File: src/rtl/globallocal_peer.sv
// Peer transactor for GlobalLocal: sends programmable arithmetic bursts on b_in
// and buffers words received on b_out in a small FIFO drained by a host.
module globallocal_peer #(
    parameter int unsigned        DEPTH = 4,
    parameter logic signed [31:0] STEP  = 32'sd1
) (
    input  logic        clk_i,
    input  logic        rst_i,
    input  logic        start_i,
    input  logic [15:0] len_i,
    input  logic [31:0] seed_i,
    output logic [31:0] b_in_o,
    output logic        b_in_sync_o,
    input  logic        b_in_notify_i,
    input  logic [31:0] b_out_i,
    input  logic        b_out_notify_i,
    output logic        b_out_sync_o,
    output logic [31:0] rd_data_o,
    output logic        rd_valid_o,
    input  logic        rd_ready_i,
    output logic        tx_busy_o,
    output logic [15:0] tx_count_o,
    output logic [15:0] rx_count_o
);
    localparam int unsigned AW = (DEPTH > 1) ? $clog2(DEPTH) : 1;

    typedef enum logic [0:0] {
        TX_IDLE = 1'b0,
        TX_SEND = 1'b1
    } tx_state_e;

    tx_state_e   state_q;
    logic [31:0] b_in_q;
    logic        b_in_sync_q;
    logic        tx_busy_q;
    logic [15:0] remaining_q;
    logic [15:0] tx_count_q;
    logic        tx_xfer_s;

    logic [31:0]   mem_q [DEPTH];
    logic [AW-1:0] wr_ptr_q;
    logic [AW-1:0] rd_ptr_q;
    logic [AW:0]   count_q;
    logic [AW:0]   count_d;
    logic [15:0]   rx_count_q;
    logic          push_s;
    logic          pop_s;

    assign tx_xfer_s    = b_in_sync_q & b_in_notify_i;
    assign b_out_sync_o = (count_q < (AW+1)'(DEPTH));
    assign rd_valid_o   = (count_q != '0);
    assign rd_data_o    = mem_q[rd_ptr_q];
    assign push_s       = b_out_notify_i & b_out_sync_o;
    assign pop_s        = rd_valid_o & rd_ready_i;

    assign b_in_o      = b_in_q;
    assign b_in_sync_o = b_in_sync_q;
    assign tx_busy_o   = tx_busy_q;
    assign tx_count_o  = tx_count_q;
    assign rx_count_o  = rx_count_q;

    // Transmit FSM: loads a burst in IDLE, steps the word on each completed transfer in SEND.
    always_ff @(posedge clk_i or negedge rst_i) begin
        if (!rst_i) begin
            state_q     <= TX_IDLE;
            b_in_q      <= 32'd0;
            b_in_sync_q <= 1'b0;
            tx_busy_q   <= 1'b0;
            remaining_q <= 16'd0;
            tx_count_q  <= 16'd0;
        end else begin
            if (tx_xfer_s) begin
                tx_count_q <= tx_count_q + 16'd1;
            end
            case (state_q)
                TX_IDLE: begin
                    if (start_i && (len_i != 16'd0)) begin
                        b_in_q      <= seed_i;
                        remaining_q <= len_i;
                        b_in_sync_q <= 1'b1;
                        tx_busy_q   <= 1'b1;
                        state_q     <= TX_SEND;
                    end
                end
                TX_SEND: begin
                    if (tx_xfer_s) begin
                        if (remaining_q == 16'd1) begin
                            b_in_sync_q <= 1'b0;
                            tx_busy_q   <= 1'b0;
                            state_q     <= TX_IDLE;
                        end else begin
                            b_in_q      <= b_in_q + STEP;
                            remaining_q <= remaining_q - 16'd1;
                        end
                    end
                end
                default: begin
                    b_in_sync_q <= 1'b0;
                    tx_busy_q   <= 1'b0;
                    state_q     <= TX_IDLE;
                end
            endcase
        end
    end

    // Occupancy next state; a simultaneous push and pop cancels out.
    always_comb begin
        count_d = count_q;
        if (push_s && !pop_s) begin
            count_d = count_q + (AW+1)'(1);
        end else if (pop_s && !push_s) begin
            count_d = count_q - (AW+1)'(1);
        end else begin
            count_d = count_q;
        end
    end

    // Receive FIFO storage, pointers and the receive transfer counter.
    always_ff @(posedge clk_i or negedge rst_i) begin
        if (!rst_i) begin
            for (int i = 0; i < int'(DEPTH); i++) begin
                mem_q[i] <= 32'd0;
            end
            wr_ptr_q   <= '0;
            rd_ptr_q   <= '0;
            count_q    <= '0;
            rx_count_q <= 16'd0;
        end else begin
            count_q <= count_d;
            if (push_s) begin
                mem_q[wr_ptr_q] <= b_out_i;
                wr_ptr_q        <= wr_ptr_q + AW'(1);
                rx_count_q      <= rx_count_q + 16'd1;
            end
            if (pop_s) begin
                rd_ptr_q <= rd_ptr_q + AW'(1);
            end
        end
    end
endmodule

File: config.mk
export PLATFORM = sky130hd
export DESIGN_NAME = globallocal_peer
export DESIGN_NICKNAME = d
export VERILOG_FILES = /design/src/rtl/globallocal_peer.sv
export SDC_FILE = /design/constraint.sdc
export NUM_CORES = 1
export LEC_CHECK = 0
export BUFFER_PORTS_ARGS = -buffer_cell sky130_fd_sc_hd__buf_2
export CORE_MARGIN = 2
export CORE_UTILIZATION = 48
export DETAILED_ROUTE_END_ITERATION = 8
export HOLD_SLACK_MARGIN = 0.05
export PLACE_DENSITY = 0.73
export SLEW_MARGIN = 10
export SYNTH_ARGS = -nofsm -noshare
export SYNTH_HDL_FRONTEND = slang
export SYNTH_SLANG_ARGS = --single-unit
File: constraint.sdc
create_clock -name clk_i -period 5.75 [get_ports clk_i]
set_clock_uncertainty 0.05 [all_clocks]
set_input_delay 1.4375 -clock clk_i [delete_from_list [all_inputs] [get_ports clk_i]]
set_output_delay 1.4375 -clock clk_i [all_outputs]
set_load 0.1 [all_outputs]
==> impl_metrics.ini <==
[status]
outcome = complete, no violations

[clock_tree]
cts_buffer_depth = 3
clk_latency_ns = 0.51
clock-sinks = 217
clk_pin_slew_worst_paths_ns = 0.06
cts_hold_buf = 0
post_cts_resized = 0
cts_tree = yes
htreeDepth = 1
postCtsSetupRepairBufs = 0
cts_buffers = 25
cts_root_buffer = clkbuf_16

[grt]
grt_max_degree = 130
grt_pass1_vias = 7626
grt_antenna_before_repair = 4
grt_usage_pct = 21.65
grt.overflow.total = 0
grt_pass1_wl_mm = 39.38

[route]
routedWlPerCell_microns = 18.67
drt_iter0_drc = 517
ant_nets = 0
routed_wl_mm = 24.55
drc = 0
vias = 7567
via_per_inst = 5.754
first_pass_iters = 5

[layout]
syn2layout_area_growth_pct = 20.29
final_area_sq_um = 12450
finalNetCount = 1115
fin_cells = 1315
drive_above_1_share_pct = 40.06
final_core_util_pct = 59.06

[sta]
min_period_over_period_pct = 71.35
drv_slew = 0
setup_viol = 0
hold_viol = 0
rsz0062_at_grt = false
min_period_ns = 4.102
max_freq_ghz = 0.2438
relSlewSlack_pct = 35.39
tns_ns = 0
worst_slew_pin_slew_ns = 0.9692

[setup_path]
critPathLaunchType = flip-flop
cp_cell_sequence = buf_4, mux4_2, buf_2
cp-end-kind = output port
rrSetupSlack_ns = 2.87
r2r_start = state_q
cp.arrival_ns = 2.61
crit_slowest_cell = dfrtp_2
worstPathRequired_ns = 4.26
crit_cells = 3
cp-startpoint = rd_ptr_q[0]
r2r_cells = 6
critPathTopFamily = flip-flops
cp_slowest_stage_delay_ns = 0.81
crit_type = flip-flop to output port
critPathBufInv = 2
crit_fanout = 21

[power]
p_leak_nw = 5.557
power_mw = 8.213
seqPwrFrac_pct = 30.6
peakVddDrop_uv = 425.3
power.switching_mw = 3.873
intPower_mw = 4.341
switching_share_pct = 47.15
p_comb_share_pct = 48.4
cellPowerDensity_nw_per_um2 = 659.5
clkPwrFrac_pct = 21.0

[yosys]
synth-async-reset-ratio_pct = 100.0
ys_seq_area_share_pct = 52.45
netlist.area_leader.share_pct = 52.45
synthTopCellsByArea = dfrtp_1, mux2_2, mux4_2, xnor2_1, nand2_1
synth_nets = 935
postSynthCellCount = 838
synth_edf_count = 0
synth_cell_type_count = 53
ys.flop_type = dfrtp_1
synth_most_common_cell = dfrtp_1
synth.top_cells.by_count = dfrtp_1, mux2_2, nand2_1, nor2_1, xnor2_1
synth_area_sq_um = 10350
syn_avg_cell_area_sq_um = 12.36
ys_ff_latch = 217
synth_top_cell_by_area = dfrtp_1
yosys_warnings = 0

[die]
die_area_sq_um = 22760
dieHeight_microns = 150.9
std_cell_rows = 53
die_x_microns = 150.9
ios = 186
start_util_pct = 49.10
core_sq_um = 21090

[place]
placed_area_sq_um = 11530
place_hpwl_mm = 16.34
dp_cells = 1266
portBuffers = 185
place.gp.congestion = 0.8489

[run]
cap_violations = 0

[hold_path]
holdPathStages = 1
hold_path.class = flip-flop to flip-flop
hold_start = tx_count_o[15]
[layout make-up]
cell class | instances | area (sq um)
antenna | 4 | 10.01
clock buffer | 36 | 737.0
clock inverter | 9 | 173.9
fill | 1760 | 8633
inverter | 13 | 48.80
multi-input combinational | 562 | 4657
sequential | 217 | 5431
tap | 275 | 344.1
timing repair buffer | 199 | 1052
[state kept, by name (all words and copies together) (netlist names)]
name,count
tx_busy_o,1
rd_ptr_q,2
count_q,3
remaining_q,16
wr_ptr_q,2
state_q,1
mem_q,128
tx_count_o,16
b_in_o,32
rx_count_o,16
[logic make-up after synthesis]
kind of cell,count (synthesis),share of synthesized area [%]
AOI/OAI and AO/OA,129,8.218
and+or+nand+nor,211,10.01
adders and majority gates,11,1.402
muxes,167,21.61
buffers and inverters,59,2.598
xor gates and xnor gates,44,3.722
DFF,217,52.45
[stage by stage]
step	hold slack [ns]	setup slack (ns)
6_report	0.4208	1.648
5_1_grt	0.4530	1.450
4_1_cts	0.4291	1.564
3_5_place_dp	0.4151	1.930
3_3_place_gp	0.4066	2.101
2_1_floorplan	0.4238	2.246
[cell usage in the layout, fill, tap and decap left out, types with 4 or more instances in the layout]
cell type / instances
inv_1: 13
dfrtp_1: 216
mux2_2: 132
o21ai_1: 21
or3_1: 7
nor2_1: 41
xnor2_1: 34
a21oi_1: 23
a21o_1: 4
nand2_1: 55
clkbuf_8: 8
nand4_1: 21
o211ai_1: 10
and3_1: 6
clkbuf_16: 25
diode_2: 4
nor4_1: 17
bufinv_16: 5
o22ai_1: 15
clkbuf_1: 4
nand3_1: 30
a31oi_1: 4
a22oi_1: 6
buf_2: 184
or4_1: 4
buf_4: 13
a211oi_1: 7
o21ai_0: 17
xor2_1: 10
ha_1: 10
nor3_1: 16
mux4_2: 32
[metal layers]
layer / wire length (microns) / GRT usage, % / part of all wire, % / vias to the layer above
met5: 21 / 0 / 0.086 / -
met4: 566 / 6.402 / 2.3 / 4
met3: 1746 / 4.849 / 7.1 / 50
met2: 12020 / 36.20 / 49 / 250
met1: 10200 / 28.45 / 42 / 3777
li1: - / - / - / 3486
[worst register-to-register path, stage by stage, from the launching register on]
cell      delay (ns)
dfrtp_1         0.34
inv_1           0.34
nor2_1          0.49
o31a_1          0.86
nor2_1          0.24
o21ai_0         0.23
o311ai_0        0.18
[path summary, 6_finish.rpt]
kind                                   end
max                           rd_data_o[0]
min                         tx_count_o[15]
max reg2reg                remaining_q[10]
min reg2reg                 tx_count_o[15]
max in group asynchronous      rd_ptr_q[0]
min in group asynchronous   tx_count_o[15]
[power by group through the flow]
stage	clock network [mW]	registers, mW	logic (mW)
final	1.72	2.51	3.98
after global routing	1.82	2.60	4.16
after CTS	1.76	2.52	4.01
after detailed placement	0	2.53	4.00
after global placement	0	2.50	3.94
after floorplan	0	2.77	3.11
Note: power is estimated with default switching activity, not from simulation.
